$ cat src/rtl/deser_arb_pkg.sv
// deser_arb_pkg: shared types, sizes and the round-robin pick helper for deser_arb.
package deser_arb_pkg;

    typedef enum logic [1:0] {
        IDLE  = 2'd0,
        XFER  = 2'd1,
        DRAIN = 2'd2
    } state_t;

    localparam int WORD_W    = 16;
    localparam int DRAIN_MAX = 4;
    localparam int MAX_CH    = 16;
    localparam int MAX_IDX_W = 4;

    // One-hot pick of the first set request at or above ptr, wrapping at n.
    function automatic logic [MAX_CH-1:0] rr_pick(
        input logic [MAX_CH-1:0]    req,
        input logic [MAX_IDX_W-1:0] ptr,
        input int                   n
    );
        logic [MAX_CH-1:0] pick;
        logic              found;
        int                idx;
        pick  = '0;
        found = 1'b0;
        for (int i = 0; i < MAX_CH; i++) begin
            idx = int'(ptr) + i;
            if (idx >= n)
                idx = idx - n;
            if (i < n && !found && req[idx[MAX_IDX_W-1:0]]) begin
                pick[idx[MAX_IDX_W-1:0]] = 1'b1;
                found = 1'b1;
            end
        end
        return pick;
    endfunction

endpackage

$ cat src/rtl/deser_arb_if.sv
// deser_arb_if: per-channel serial request bus plus the word delivery outputs.
interface deser_arb_if
    import deser_arb_pkg::*;
#(
    parameter int CH_NUM = 4
);
    localparam int IDX_W = $clog2(CH_NUM);

    logic [CH_NUM-1:0] req_i;
    logic [CH_NUM-1:0] data_i;
    logic [CH_NUM-1:0] data_val_i;
    logic [CH_NUM-1:0] gnt_o;
    logic [WORD_W-1:0] word_o;
    logic [IDX_W-1:0]  word_ch_o;
    logic              word_val_o;
    logic              abort_o;

    modport master (
        output req_i, data_i, data_val_i,
        input  gnt_o, word_o, word_ch_o, word_val_o, abort_o
    );

    modport slave (
        input  req_i, data_i, data_val_i,
        output gnt_o, word_o, word_ch_o, word_val_o, abort_o
    );
endinterface

$ cat src/rtl/deser_arb_rr_arbiter.sv
// rr_arbiter: combinational round-robin pick returning a one-hot grant and its index.
module rr_arbiter
    import deser_arb_pkg::*;
#(
    parameter int N     = 4,
    parameter int IDX_W = $clog2(N)
) (
    input  logic [N-1:0]     req,
    input  logic [IDX_W-1:0] ptr,
    output logic [N-1:0]     gnt,
    output logic [IDX_W-1:0] idx
);
    logic [MAX_CH-1:0] req_pad;
    logic [MAX_CH-1:0] pick;

    generate
        for (genvar gi = 0; gi < MAX_CH; gi++) begin : g_pad
            if (gi < N) begin : g_live
                assign req_pad[gi] = req[gi];
            end else begin : g_zero
                assign req_pad[gi] = 1'b0;
            end
        end
    endgenerate

    assign pick = rr_pick(req_pad, MAX_IDX_W'(ptr), N);
    assign gnt  = pick[N-1:0];

    // One-hot to binary encode of the picked channel.
    always_comb begin
        idx = '0;
        for (int i = 0; i < MAX_CH; i++) begin
            if (pick[i])
                idx = IDX_W'(i);
        end
    end
endmodule

$ cat src/rtl/deserializer.sv
// deserializer: collects 16 qualified bits MSB-first and presents the word with a one-cycle strobe.
module deserializer (
    input  logic        clk_i,
    input  logic        srst_i,
    input  logic        data_i,
    input  logic        data_val_i,
    output logic [15:0] deser_data_o,
    output logic        deser_data_val_o
);
    logic [14:0] shift_reg;
    logic [3:0]  cnt_reg;

    // Shift in valid bits; the 16th bit completes the word and fires the strobe.
    always_ff @(posedge clk_i) begin
        if (srst_i) begin
            shift_reg        <= '0;
            cnt_reg          <= '0;
            deser_data_o     <= '0;
            deser_data_val_o <= 1'b0;
        end else begin
            deser_data_val_o <= 1'b0;
            if (data_val_i) begin
                shift_reg <= {shift_reg[13:0], data_i};
                cnt_reg   <= cnt_reg + 4'd1;
                if (cnt_reg == 4'd15) begin
                    deser_data_o     <= {shift_reg, data_i};
                    deser_data_val_o <= 1'b1;
                end
            end
        end
    end
endmodule

$ cat src/rtl/deser_arb.sv
// deser_arb: round-robin sharing of one 16-bit deserializer among CH_NUM serial requesters.
// Optional XFER idle watchdog enabled by defining DESER_ARB_TIMEOUT_EN.
module deser_arb
    import deser_arb_pkg::*;
#(
    parameter int CH_NUM  = 4,
    parameter int TIMEOUT = 64
) (
    input  logic        clk_i,
    input  logic        srst_i,
    deser_arb_if.slave  bus
);
    localparam int IDX_W = $clog2(CH_NUM);

    if (CH_NUM < 2 || CH_NUM > MAX_CH || TIMEOUT < 2) begin : g_param_check
        $error("deser_arb: CH_NUM or TIMEOUT out of range");
    end

    state_t              state_reg;
    logic [IDX_W-1:0]    ptr_reg;
    logic [IDX_W-1:0]    k_reg;
    logic [CH_NUM-1:0]   gnt_reg;
    logic [4:0]          bit_cnt_reg;
    logic [2:0]          drain_cnt_reg;
    logic [WORD_W-1:0]   word_reg;
    logic [IDX_W-1:0]    word_ch_reg;
    logic                word_val_reg;
    logic                abort_reg;
    logic                flush_reg;
`ifdef DESER_ARB_TIMEOUT_EN
    localparam int WD_W = $clog2(TIMEOUT);
    logic [WD_W-1:0]     wdog_reg;
`endif

    logic [CH_NUM-1:0]   arb_gnt;
    logic [IDX_W-1:0]    arb_idx;
    logic                deser_din;
    logic                deser_val;
    logic                deser_rst;
    logic [WORD_W-1:0]   deser_word;
    logic                deser_word_val;
    logic                bit_last;

    rr_arbiter #(.N(CH_NUM), .IDX_W(IDX_W)) u_arb (
        .req (bus.req_i),
        .ptr (ptr_reg),
        .gnt (arb_gnt),
        .idx (arb_idx)
    );

    // Only the granted channel reaches the deserializer, and only while in XFER.
    assign deser_din = bus.data_i[k_reg];
    assign deser_val = (state_reg == XFER) && bus.data_val_i[k_reg];
    assign deser_rst = srst_i | flush_reg;
    assign bit_last  = (bit_cnt_reg == 5'(WORD_W - 1));

    deserializer u_deser (
        .clk_i            (clk_i),
        .srst_i           (deser_rst),
        .data_i           (deser_din),
        .data_val_i       (deser_val),
        .deser_data_o     (deser_word),
        .deser_data_val_o (deser_word_val)
    );

    // Scheduler FSM: grant, count bits, wait for the word, abort on stalls.
    always_ff @(posedge clk_i) begin
        if (srst_i) begin
            state_reg     <= IDLE;
            ptr_reg       <= '0;
            k_reg         <= '0;
            gnt_reg       <= '0;
            bit_cnt_reg   <= '0;
            drain_cnt_reg <= '0;
            word_reg      <= '0;
            word_ch_reg   <= '0;
            word_val_reg  <= 1'b0;
            abort_reg     <= 1'b0;
            flush_reg     <= 1'b0;
`ifdef DESER_ARB_TIMEOUT_EN
            wdog_reg      <= '0;
`endif
        end else begin
            word_val_reg <= 1'b0;
            abort_reg    <= 1'b0;
            flush_reg    <= 1'b0;
            case (state_reg)
                IDLE: begin
                    if (|bus.req_i) begin
                        gnt_reg     <= arb_gnt;
                        k_reg       <= arb_idx;
                        ptr_reg     <= (arb_idx == IDX_W'(CH_NUM - 1)) ? '0 : arb_idx + 1'b1;
                        bit_cnt_reg <= '0;
`ifdef DESER_ARB_TIMEOUT_EN
                        wdog_reg    <= '0;
`endif
                        state_reg   <= XFER;
                    end
                end
                XFER: begin
                    if (deser_val) begin
`ifdef DESER_ARB_TIMEOUT_EN
                        wdog_reg <= '0;
`endif
                        if (bit_last) begin
                            gnt_reg       <= '0;
                            bit_cnt_reg   <= '0;
                            drain_cnt_reg <= '0;
                            state_reg     <= DRAIN;
                        end else begin
                            bit_cnt_reg <= bit_cnt_reg + 5'd1;
                        end
                    end
`ifdef DESER_ARB_TIMEOUT_EN
                    else if (wdog_reg == WD_W'(TIMEOUT - 1)) begin
                        abort_reg   <= 1'b1;
                        flush_reg   <= 1'b1;
                        gnt_reg     <= '0;
                        bit_cnt_reg <= '0;
                        state_reg   <= IDLE;
                    end else begin
                        wdog_reg <= wdog_reg + 1'b1;
                    end
`endif
                end
                DRAIN: begin
                    if (deser_word_val) begin
                        word_reg     <= deser_word;
                        word_ch_reg  <= k_reg;
                        word_val_reg <= 1'b1;
                        state_reg    <= IDLE;
                    end else if (drain_cnt_reg == 3'(DRAIN_MAX - 1)) begin
                        abort_reg   <= 1'b1;
                        flush_reg   <= 1'b1;
                        gnt_reg     <= '0;
                        bit_cnt_reg <= '0;
                        state_reg   <= IDLE;
                    end else begin
                        drain_cnt_reg <= drain_cnt_reg + 3'd1;
                    end
                end
                default: state_reg <= IDLE;
            endcase
        end
    end

    assign bus.gnt_o      = gnt_reg;
    assign bus.word_o     = word_reg;
    assign bus.word_ch_o  = word_ch_reg;
    assign bus.word_val_o = word_val_reg;
    assign bus.abort_o    = abort_reg;
endmodule

$ cat src/flat_wrapper.sv
// flat-port wrapper written by rule: the top's interface ports become plain ports
module deser_arb_flat import deser_arb_pkg::*;
#(
    parameter int CH_NUM  = 4,
    parameter int TIMEOUT = 64
)
  (clk_i, srst_i, bus_req_i, bus_data_i, bus_data_val_i, bus_gnt_o, bus_word_o, bus_word_ch_o, bus_word_val_o, bus_abort_o);
  deser_arb_if #(.CH_NUM(CH_NUM)) bus_i ();
  input  logic clk_i;
  input  logic srst_i;
  input wire logic [$bits(bus_i.req_i)-1:0] bus_req_i;
  input wire logic [$bits(bus_i.data_i)-1:0] bus_data_i;
  input wire logic [$bits(bus_i.data_val_i)-1:0] bus_data_val_i;
  output wire logic [$bits(bus_i.gnt_o)-1:0] bus_gnt_o;
  output wire logic [$bits(bus_i.word_o)-1:0] bus_word_o;
  output wire logic [$bits(bus_i.word_ch_o)-1:0] bus_word_ch_o;
  output wire logic [$bits(bus_i.word_val_o)-1:0] bus_word_val_o;
  output wire logic [$bits(bus_i.abort_o)-1:0] bus_abort_o;
  assign bus_i.req_i = bus_req_i;
  assign bus_i.data_i = bus_data_i;
  assign bus_i.data_val_i = bus_data_val_i;
  assign bus_gnt_o = bus_i.gnt_o;
  assign bus_word_o = bus_i.word_o;
  assign bus_word_ch_o = bus_i.word_ch_o;
  assign bus_word_val_o = bus_i.word_val_o;
  assign bus_abort_o = bus_i.abort_o;
  deser_arb #(.CH_NUM(CH_NUM), .TIMEOUT(TIMEOUT)) u_core (.clk_i(clk_i), .srst_i(srst_i), .bus(bus_i));
endmodule
$ cat config.mk
export PLATFORM = sky130hd
export DESIGN_NAME = deser_arb_flat
export DESIGN_NICKNAME = d
export VERILOG_FILES = /design/src/rtl/deser_arb_pkg.sv /design/src/rtl/deser_arb_if.sv /design/src/rtl/deser_arb_rr_arbiter.sv /design/src/rtl/deserializer.sv /design/src/rtl/deser_arb.sv /design/src/flat_wrapper.sv
export SDC_FILE = /design/constraint.sdc
export NUM_CORES = 1
export LEC_CHECK = 0
export ABC_AREA = 1
export ABC_CLOCK_PERIOD_IN_PS = 4600
export BUFFER_PORTS_ARGS = -buffer_cell sky130_fd_sc_hd__clkbuf_2
export CORE_MARGIN = 1.5
export CORE_UTILIZATION = 40
export CTS_BUF_LIST = sky130_fd_sc_hd__clkbuf_8
export CTS_CLUSTER_SIZE = 20
export DETAILED_ROUTE_END_ITERATION = 10
export HOLD_SLACK_MARGIN = 0.05
export SETUP_SLACK_MARGIN = 0.05
export SLEW_MARGIN = 20
export SYNTH_ARGS = -nofsm -noshare
export SYNTH_HDL_FRONTEND = slang
export SYNTH_SLANG_ARGS = --single-unit
$ cat constraint.sdc
create_clock -name clk_i -period 4.6 [get_ports clk_i]
set_input_delay 0.92 -clock clk_i [delete_from_list [all_inputs] [get_ports clk_i]]
set_output_delay 0.92 -clock clk_i [all_outputs]
set_load 0.005 [all_outputs]
==> results of run 1 <==
-- cells in the mapped netlist, types with 2 or more instances --
master and instances:
a21oi_1 47, a21oi_2 2, clkbuf_1 10, dfxtp_1 74, ha_1 16, inv_1 43, inv_2 5, nand2_1 53
nand2_2 9, nand2_4 2, nand3_1 17, nand3_2 4, nand3_4 2, nand4_1 3, nor2_1 58, nor2_2 2
nor2_4 4, nor2_8 2, nor3_1 4, o21ai_0 53, o21ai_1 10, o22ai_1 2
-- metrics by stage --
stage,hold slack (ns),util [%],area (sq um)
global route,0.465,46.7,3820
finish,0.452,46.7,3820
detailed placement,0.442,44.3,3620
floorplan,0.422,-,3350
global placement,0.439,44.3,3620
CTS,0.453,46.7,3820
-- cell type report --
cell class	instances	area, sq um	share of cell area (%)
flip-flops and latches	74	1480	38.8
multi-input cells	297	1620	42.5
repair buffers	38	193	5.04
well taps	105	131	3.44
inverters	50	190	4.98
clock buffers	10	138	3.60
clock inverters	6	65.1	1.70
-- routing by layer --
metal	vias to the layer above	part of all wire [%]	track usage (%)
met5	-	0	0
met4	0	1.0	5.60
met3	6	3.2	5.72
met2	33	47	26.6
met1	1239	48	19.7
li1	1493	-	-
-- power groups by stage --
stage | combinational (mW) | sequential (mW) | clock, mW
6_report | 0.796 | 0.797 | 0.504
5_1_grt | 0.918 | 0.808 | 0.549
4_1_cts | 0.804 | 0.797 | 0.524
3_5_place_dp | 0.800 | 0.811 | 0
3_3_place_gp | 0.789 | 0.810 | 0
2_1_floorplan | 0.653 | 0.796 | 0
-- cells in the final DEF (no fill, tap or decap), types with 5 or more instances in the layout --
cell type and instances:
a21oi_1 47, clkbuf_2 37, clkbuf_8 10, dfxtp_1 74
ha_1 16, inv_1 44, inv_2 5, nand2_1 53
nand2_2 9, nand3_1 17, nor2_1 58, o21ai_0 53
o21ai_1 10
-- how the worst min path moves through the flow --
stage	startpoint	to	slack, ns	cells past startpoint
2_1_floorplan	u_core.u_deser.cnt_reg[3]	u_core.u_deser.cnt_reg[3]	0.42	1
3_3_place_gp	u_core.u_deser.cnt_reg[3]	u_core.u_deser.cnt_reg[3]	0.44	1
3_5_place_dp	u_core.u_deser.cnt_reg[3]	u_core.u_deser.cnt_reg[3]	0.44	1
4_1_cts	u_core.u_deser.cnt_reg[3]	u_core.u_deser.cnt_reg[3]	0.45	1
5_1_grt	u_core.u_deser.cnt_reg[3]	u_core.u_deser.cnt_reg[3]	0.46	1
6_report	u_core.u_deser.cnt_reg[3]	u_core.u_deser.cnt_reg[3]	0.45	1
-- logic make-up (layout without fill, tap and decap cells) --
kind of cell,Yosys count,after routing,share of synthesized area [%]
AO/OA/AOI/OAI,119,119,18.4
flip-flops,74,74,44.2
buffers and inverters,63,104,7.46
adder cells (fa/ha/maj),16,16,5.97
AND/OR/NAND/NOR,162,162,24.0
==> summary.txt, run 1 <==
Yosys
  • Yosys Warn Count: 0
  • Fraction of registers with async set or reset after synthesis: 0%
  • Largest area contributor in the netlist: dfxtp_1
  • Number of distinct library cells after synthesis: 34
  • Flops & latches, synth: 74
  • Synth Net Count: between 400 and 500
  • Syn avg cell area: 7.73 sq um
  • Post-synth EDFFs: 0
  • Top_reg_cell synth: dfxtp_1
  • Post-synthesis sequential area ratio: between 40% and 50%
  • Synth Cell Area: approximately 3400 sq um
  • Gate Count Post-Synth: 434
  • Synth top area share: 44.2%
  • Largest cells by area after synthesis: dfxtp_1 44%, o21ai_0 7.9%, a21oi_1 7.0%, nor2_1 6.5%, ha_1 6.0%

Clocking
  • CTS tree: built
  • TritonCTS sink count: 74
  • Setup bufs post-CTS: 0
  • H-tree depth: 3
  • Clk slew on worst S/H paths: 0.07 ns
  • Clock Latency Late Sink: about 0.35 ns
  • CTS Buf Count: 9
  • Clock buffer depth: 2
  • Post-cts resize count: 0
  • Root Buffer: clkbuf_8
  • CTS hold repair buffers: 0

Global routing
  • Grt ovf: 0
  • First-pass GRT wire length: ~11000 um
  • Initial antenna violation count: 0
  • Vias in the first global route: 2529
  • Largest net degree at the start of global routing: 37
  • Tot GR Track Use: between 15 and 20%

Power and ir drop
  • Clk network pwr share: a little under a quarter
  • Comb pwr share: a little under two fifths
  • Power Total: about 2.1 mW
  • Switching power: slightly above 800 uW
  • Cell internal pwr: between 1 and 1.5 mW
  • Pwr/cell area: roughly 550 nW/um^2
  • VDD IR max: ~0.26 mV
  • Sw frac: roughly 40%
  • Sequential share of power: between 30% and 40%
  • Lkg Pwr: 1.74 nW

Run
  • Max Cap Viol: 0

Timing
  • RSZ-0062 raised after global routing: no
  • Fin crit share: a little over half
  • Worst Max-Slew Pin Slew: approximately 0.7 ns
  • Fin. max-slew vios: 0
  • TNS Setup: 0 ns
  • Max Clock Freq: around 0.4 GHz
  • Max Clock Skew: between 0.01 and 0.015 ns
  • Setup violations, final: 0
  • Min setup slack post-route: about 2.1 ns
  • Hold Vio Cnt, Final: 0
  • Worst relative slew slack: ~54%
  • Final min period: roughly 2.5 ns

Die
  • Row cnt: 33
  • Io pins: 38
  • Core box area: just over 8000 sq um
  • Die Width: ~95 um
  • Die Height: about 95 um
  • Total die area: between 8000 and 9000 sq um
  • Starting Density: ~41%

Critical path
  • Critical path class: reg -> reg
  • Worst Setup Start Kind: register
  • Max FO, Critical Path: 10
  • Crit. End Element: register
  • Top cell family by delay on the critical path: simple AND/OR/NAND/NOR gates
  • Critical-path cell list: inv_2 -> ha_1 -> inv_1 -> nand3_2 -> nand3_4 -> nand2_4 -> nor2_2 -> nand2_1 -> nand2_2 -> nor2_4 -> nand2_2 -> ha_1 -> o21ai_0 -> a21oi_1
  • Buf+Inv Stages, Crit Path: 2
  • Reg2reg start: u_core.ptr_reg[0]
  • Crit path to: u_core.ptr_reg[1]
  • Slowest cell on the critical path: dfxtp_1
  • FF-to-FF path depth: 14
  • Number of cells on the critical path: 14
  • Worst Path Arrival: 2.68 ns
  • Worst EP required: approximately 4.8 ns
  • Reg-to-reg slack, setup: 2.14 ns
  • Slowest Stage Delay on Critical Path: ~0.54 ns
  • Worst r2r dst: u_core.ptr_reg[1]
  • Crit. Startpoint: u_core.ptr_reg[0]

Hold path
  • Worst hold path type: reg -> reg

Finish
  • Area Growth Syn to Fin: 13.9%
  • Layout cell share with drive strength beyond 1: between 10% and 20%
  • Non-Filler Instances: 580
  • Fill cell count: approximately 840
  • Diodes inserted: 0
  • Fin nets: 500

Drt
  • Vias/cell: approximately 4.8
  • Vias: between 2000 and 3000
  • Iter 0 DRT Violations: 91
  • Routed wire length per instance: roughly 12 um
  • ANT nets after route: 0
  • Pre-antenna DRT Iters: 4
  • Total routed wirelength: between 6000 and 7000 um
  • # DRC: 0

Placement
  • Placed Cells: ~560
  • Final RePlAce weighted congestion: around 0.82
  • IO buf count: 37
  • Hpwl dp: 4830 um
  • Post-Place Worst Slack: 2.08 ns

Status
  • Status: finished clean
(Power assumes the default switching activity.)
==> run 2, diff against run 1 <==
--- a/config.mk
+++ b/config.mk
@@ -5,8 +5,8 @@
 export SDC_FILE = /design/constraint.sdc
 export NUM_CORES = 1
 export LEC_CHECK = 0
-export ABC_AREA = 1
-export ABC_CLOCK_PERIOD_IN_PS = 4600
+export ABC_AREA = 0
+export ABC_CLOCK_PERIOD_IN_PS = 2100
 export BUFFER_PORTS_ARGS = -buffer_cell sky130_fd_sc_hd__clkbuf_2
 export CORE_MARGIN = 1.5
 export CORE_UTILIZATION = 40
==> constraint.sdc (replaced) <==
create_clock -name clk_i -period 2.1 [get_ports clk_i]
set_input_delay 0.42 -clock clk_i [delete_from_list [all_inputs] [get_ports clk_i]]
set_output_delay 0.42 -clock clk_i [all_outputs]
set_load 0.005 [all_outputs]
==> run 2 against run 1 <==
Effect of this change:
- the run now ends with negative setup slack left
- final cell count decreased by 2.2%
- routed wire length increased by 10%
- flip-flop and latch count unchanged
- core utilization increased by 7.3 points
- highest routed layer unchanged
- critical endpoint unchanged
==> summary.txt, run 2 <==
Yosys
  • Post-synthesis sequential area ratio: 45.0%
  • Yosys Warn Count: 0
  • Synth top area share: between 40% and 50%
  • Fraction of registers with async set or reset after synthesis: 0%
  • Syn avg cell area: between 8 and 9 sq um
  • Synth Area in Compound Gates: between 10% and 20%
  • Top cells by count, synth: 114 x nand2_1, 74 x dfxtp_1, 57 x a21oi_1
  • Cell with the most instances after synthesis: nand2_1
  • Gate Count Post-Synth: 393
  • Top_reg_cell synth: dfxtp_1
  • Fraction of the mapped netlist area in adder cells: under 10%
  • Synth Area in XOR/XNOR: under 10%
  • Post-synthesis simple-gate area fraction: 25.7%
  • Largest family of logic cells by synthesized area: simple AND/OR/NAND/NOR gates
  • Flops & latches, synth: 74
  • Post-synthesis mux area share: between 4 and 5%
  • Largest area contributor in the netlist: dfxtp_1
  • Post-synth EDFFs: 0
  • Synth Net Count: between 400 and 500
  • Largest cells by area after synthesis: dfxtp_1 45%, nand2_1 13%, a21oi_1 8.7%, ha_1 6.1%, mux4_2 3.4%
  • Synth Cell Area: around 3300 sq um
  • Number of distinct library cells after synthesis: 49

Clocking
  • Clock buffer depth: 2
  • Clock Latency Late Sink: ~0.34 ns
  • Clk slew on worst S/H paths: roughly 0.070 ns
  • CTS Buf Count: 9
  • CTS tree: built
  • TritonCTS sink count: 74
  • H-tree depth: 3
  • Root Buffer: clkbuf_8

Critical path
  • Critical path class: reg -> reg
  • Critical-path cell list: mux4_2 -> buf_6 -> or2b_1 -> o31ai_4 -> o211ai_2 -> or2_4 -> ha_4 -> nand2_2 -> a21oi_2
  • Worst Setup Start Kind: register
  • Buf+Inv Stages, Crit Path: 1
  • Max FO, Critical Path: 8
  • Crit. End Element: register
  • Worst Path Arrival: 2.57 ns
  • FF-to-FF path depth: 9
  • Top cell family by delay on the critical path: simple AND/OR/NAND/NOR gates
  • Slowest Stage Delay on Critical Path: between 0.4 and 0.5 ns
  • Slowest cell on the critical path: mux4_2
  • Number of cells on the critical path: 9
  • Worst EP required: 2.36 ns

Die
  • Total die area: 8790 sq um
  • Io pins: 38
  • Die Width: approximately 94 um
  • Starting Density: 42.0%
  • Die Height: 93.8 um
  • Core box area: 7850 sq um
  • Row cnt: 32

Placement
  • IO buf count: 37
  • Placed inst area: around 3800 sq um
  • Placed Cells: 548
  • Final RePlAce weighted congestion: about 0.8
  • Hpwl dp: 5110 um

Global routing
  • Largest net degree at the start of global routing: 37
  • Grt ovf: 0
  • Tot GR Track Use: a little under a fifth
  • Vias in the first global route: roughly 2700
  • Initial antenna violation count: 0
  • First-pass GRT wire length: 12600 um

Power and ir drop
  • Clk network pwr share: around 25%
  • Cell internal pwr: 3.20 mW
  • Lkg Pwr: 1.64 nW
  • Comb pwr share: about 41%
  • Power Total: 4.74 mW
  • Sequential share of power: between 30% and 40%
  • Switching power: between 1.5 and 2 mW
  • Pwr/cell area: about 1100 nW/um^2
  • Sw frac: 32.6%
  • VDD IR max: between 0.5 and 0.6 mV

Drt
  • Pre-antenna DRT Iters: 4
  • Vias: about 2900
  • Total routed wirelength: between 7000 and 8000 um
  • Vias/cell: 5.06
  • Routed wire length per instance: roughly 13 um
  • Iter 0 DRT Violations: approximately 130
  • # DRC: 0
  • ANT nets after route: 0

Status
  • Status: finished, violations left
  • Failing checks: negative setup slack

Timing
  • Max Clock Skew: 0.00754 ns
  • Hold Vio Cnt, Final: 0
  • Min setup slack post-route: -0.207 ns
  • Fin. max-slew vios: 0
  • RSZ-0062 raised after global routing: yes
  • Max Clock Freq: between 0.4 and 0.5 GHz
  • Worst relative slew slack: a little over half
  • Final min period: 2.31 ns
  • Fin crit share: 110%
  • Setup violations, final: 7
  • Worst Max-Slew Pin Slew: about 0.68 ns

Finish
  • Layout cell share with drive strength beyond 1: ~29%
  • Fin nets: 492
  • Final Instance Area: around 4200 sq um
  • Most frequent cells in the layout: 113 x nand2_1, 71 x dfxtp_1, 55 x a21oi_1
  • Diodes inserted: 0
  • Non-Filler Instances: between 500 and 600
  • Area Growth Syn to Fin: 28.7%
  • Fill cell count: between 700 and 800
  • Leading cell type in the layout, fill and taps excluded: nand2_1

Run
  • Max Cap Viol: 0

Hold path
  • Hold path depth: 2
  • Worst hold path type: reg -> reg
run 2: stage by stage:
step	setup slack, ns	util (%)	hold slack [ns]	setup TNS, ns
floorplan	-0.265	-	0.423	-0.584
global placement	-0.273	48.8	0.431	-2.32
detailed placement	-0.317	48.8	0.447	-2.93
CTS	-0.167	52.6	0.449	-0.511
global route	-0.299	54.0	0.467	-1.23
finish	-0.207	54.0	0.449	-0.705
run 2: cell type report:
type	instances	area, sq um	area share (%)
Multi-Input combinational cell	292	1870	44.1
Clock buffer	10	138	3.25
Inverter	7	28.8	0.679
Tap cell	102	128	3.01
Clock inverter	4	68.8	1.62
Timing Repair Buffer	78	517	12.2
Sequential cell	74	1490	35.1
run 2: metal layers:
metal  GRT usage (%)  up-vias  part of all wire, %
met4            5.60        0                  1.4
li1                -     1472                    -
met1            23.0     1346                   47
met2            30.4       42                   48
met3            4.61       10                  2.8
met5               0        -                    0
run 2: cell families after synthesis:
kind of cell | count (synthesis)
buffers and inverters | 27
DFF | 74
adders and majority gates | 16
and+or+nand+nor | 184
muxes | 9
AOI/OAI and AO/OA | 79
xor gates and xnor gates | 4
run 2: repair_timing:
action | in CTS | in global routing
resized for setup | 14 | 23
buffers inserted | 4 | 3
hold buffers | 0 | 0
pin swaps | 8 | 10
endpoints found under the hold margin | 0 | 0
endpoints found under the setup margin | 24 | 25
run 2: worst min-delay path: cells and delay by family, from the launching register on:
kind / cells / cell delay (ns)
flip-flops: 1 / 0.31
AND/OR/NAND/NOR: 1 / 0.05
AO/OA/AOI/OAI: 1 / 0.05
run 2: power by group through the flow:
| stage | registers [mW] | logic [mW] | clock network (mW) |
|---|---|---|---|
| detailed placement | 1.64 | 1.59 | 0 |
| global route | 1.64 | 2.15 | 1.25 |
| CTS | 1.61 | 1.76 | 1.20 |
| global placement | 1.64 | 1.58 | 0 |
| finish | 1.62 | 1.96 | 1.16 |
| floorplan | 1.63 | 1.05 | 0 |
run 2: worst paths after layout:
path	to	slack, ns	startpoint
setup reg to reg	u_core.ptr_reg[1]	-0.21	u_core.ptr_reg[0]
hold reg to reg	u_core.bus.word_o[12]	0.45	u_core.u_deser.deser_data_o[12]
hold / removal	u_core.bus.word_o[12]	0.45	u_core.u_deser.deser_data_o[12]
setup / recovery	u_core.ptr_reg[1]	-0.21	u_core.ptr_reg[0]
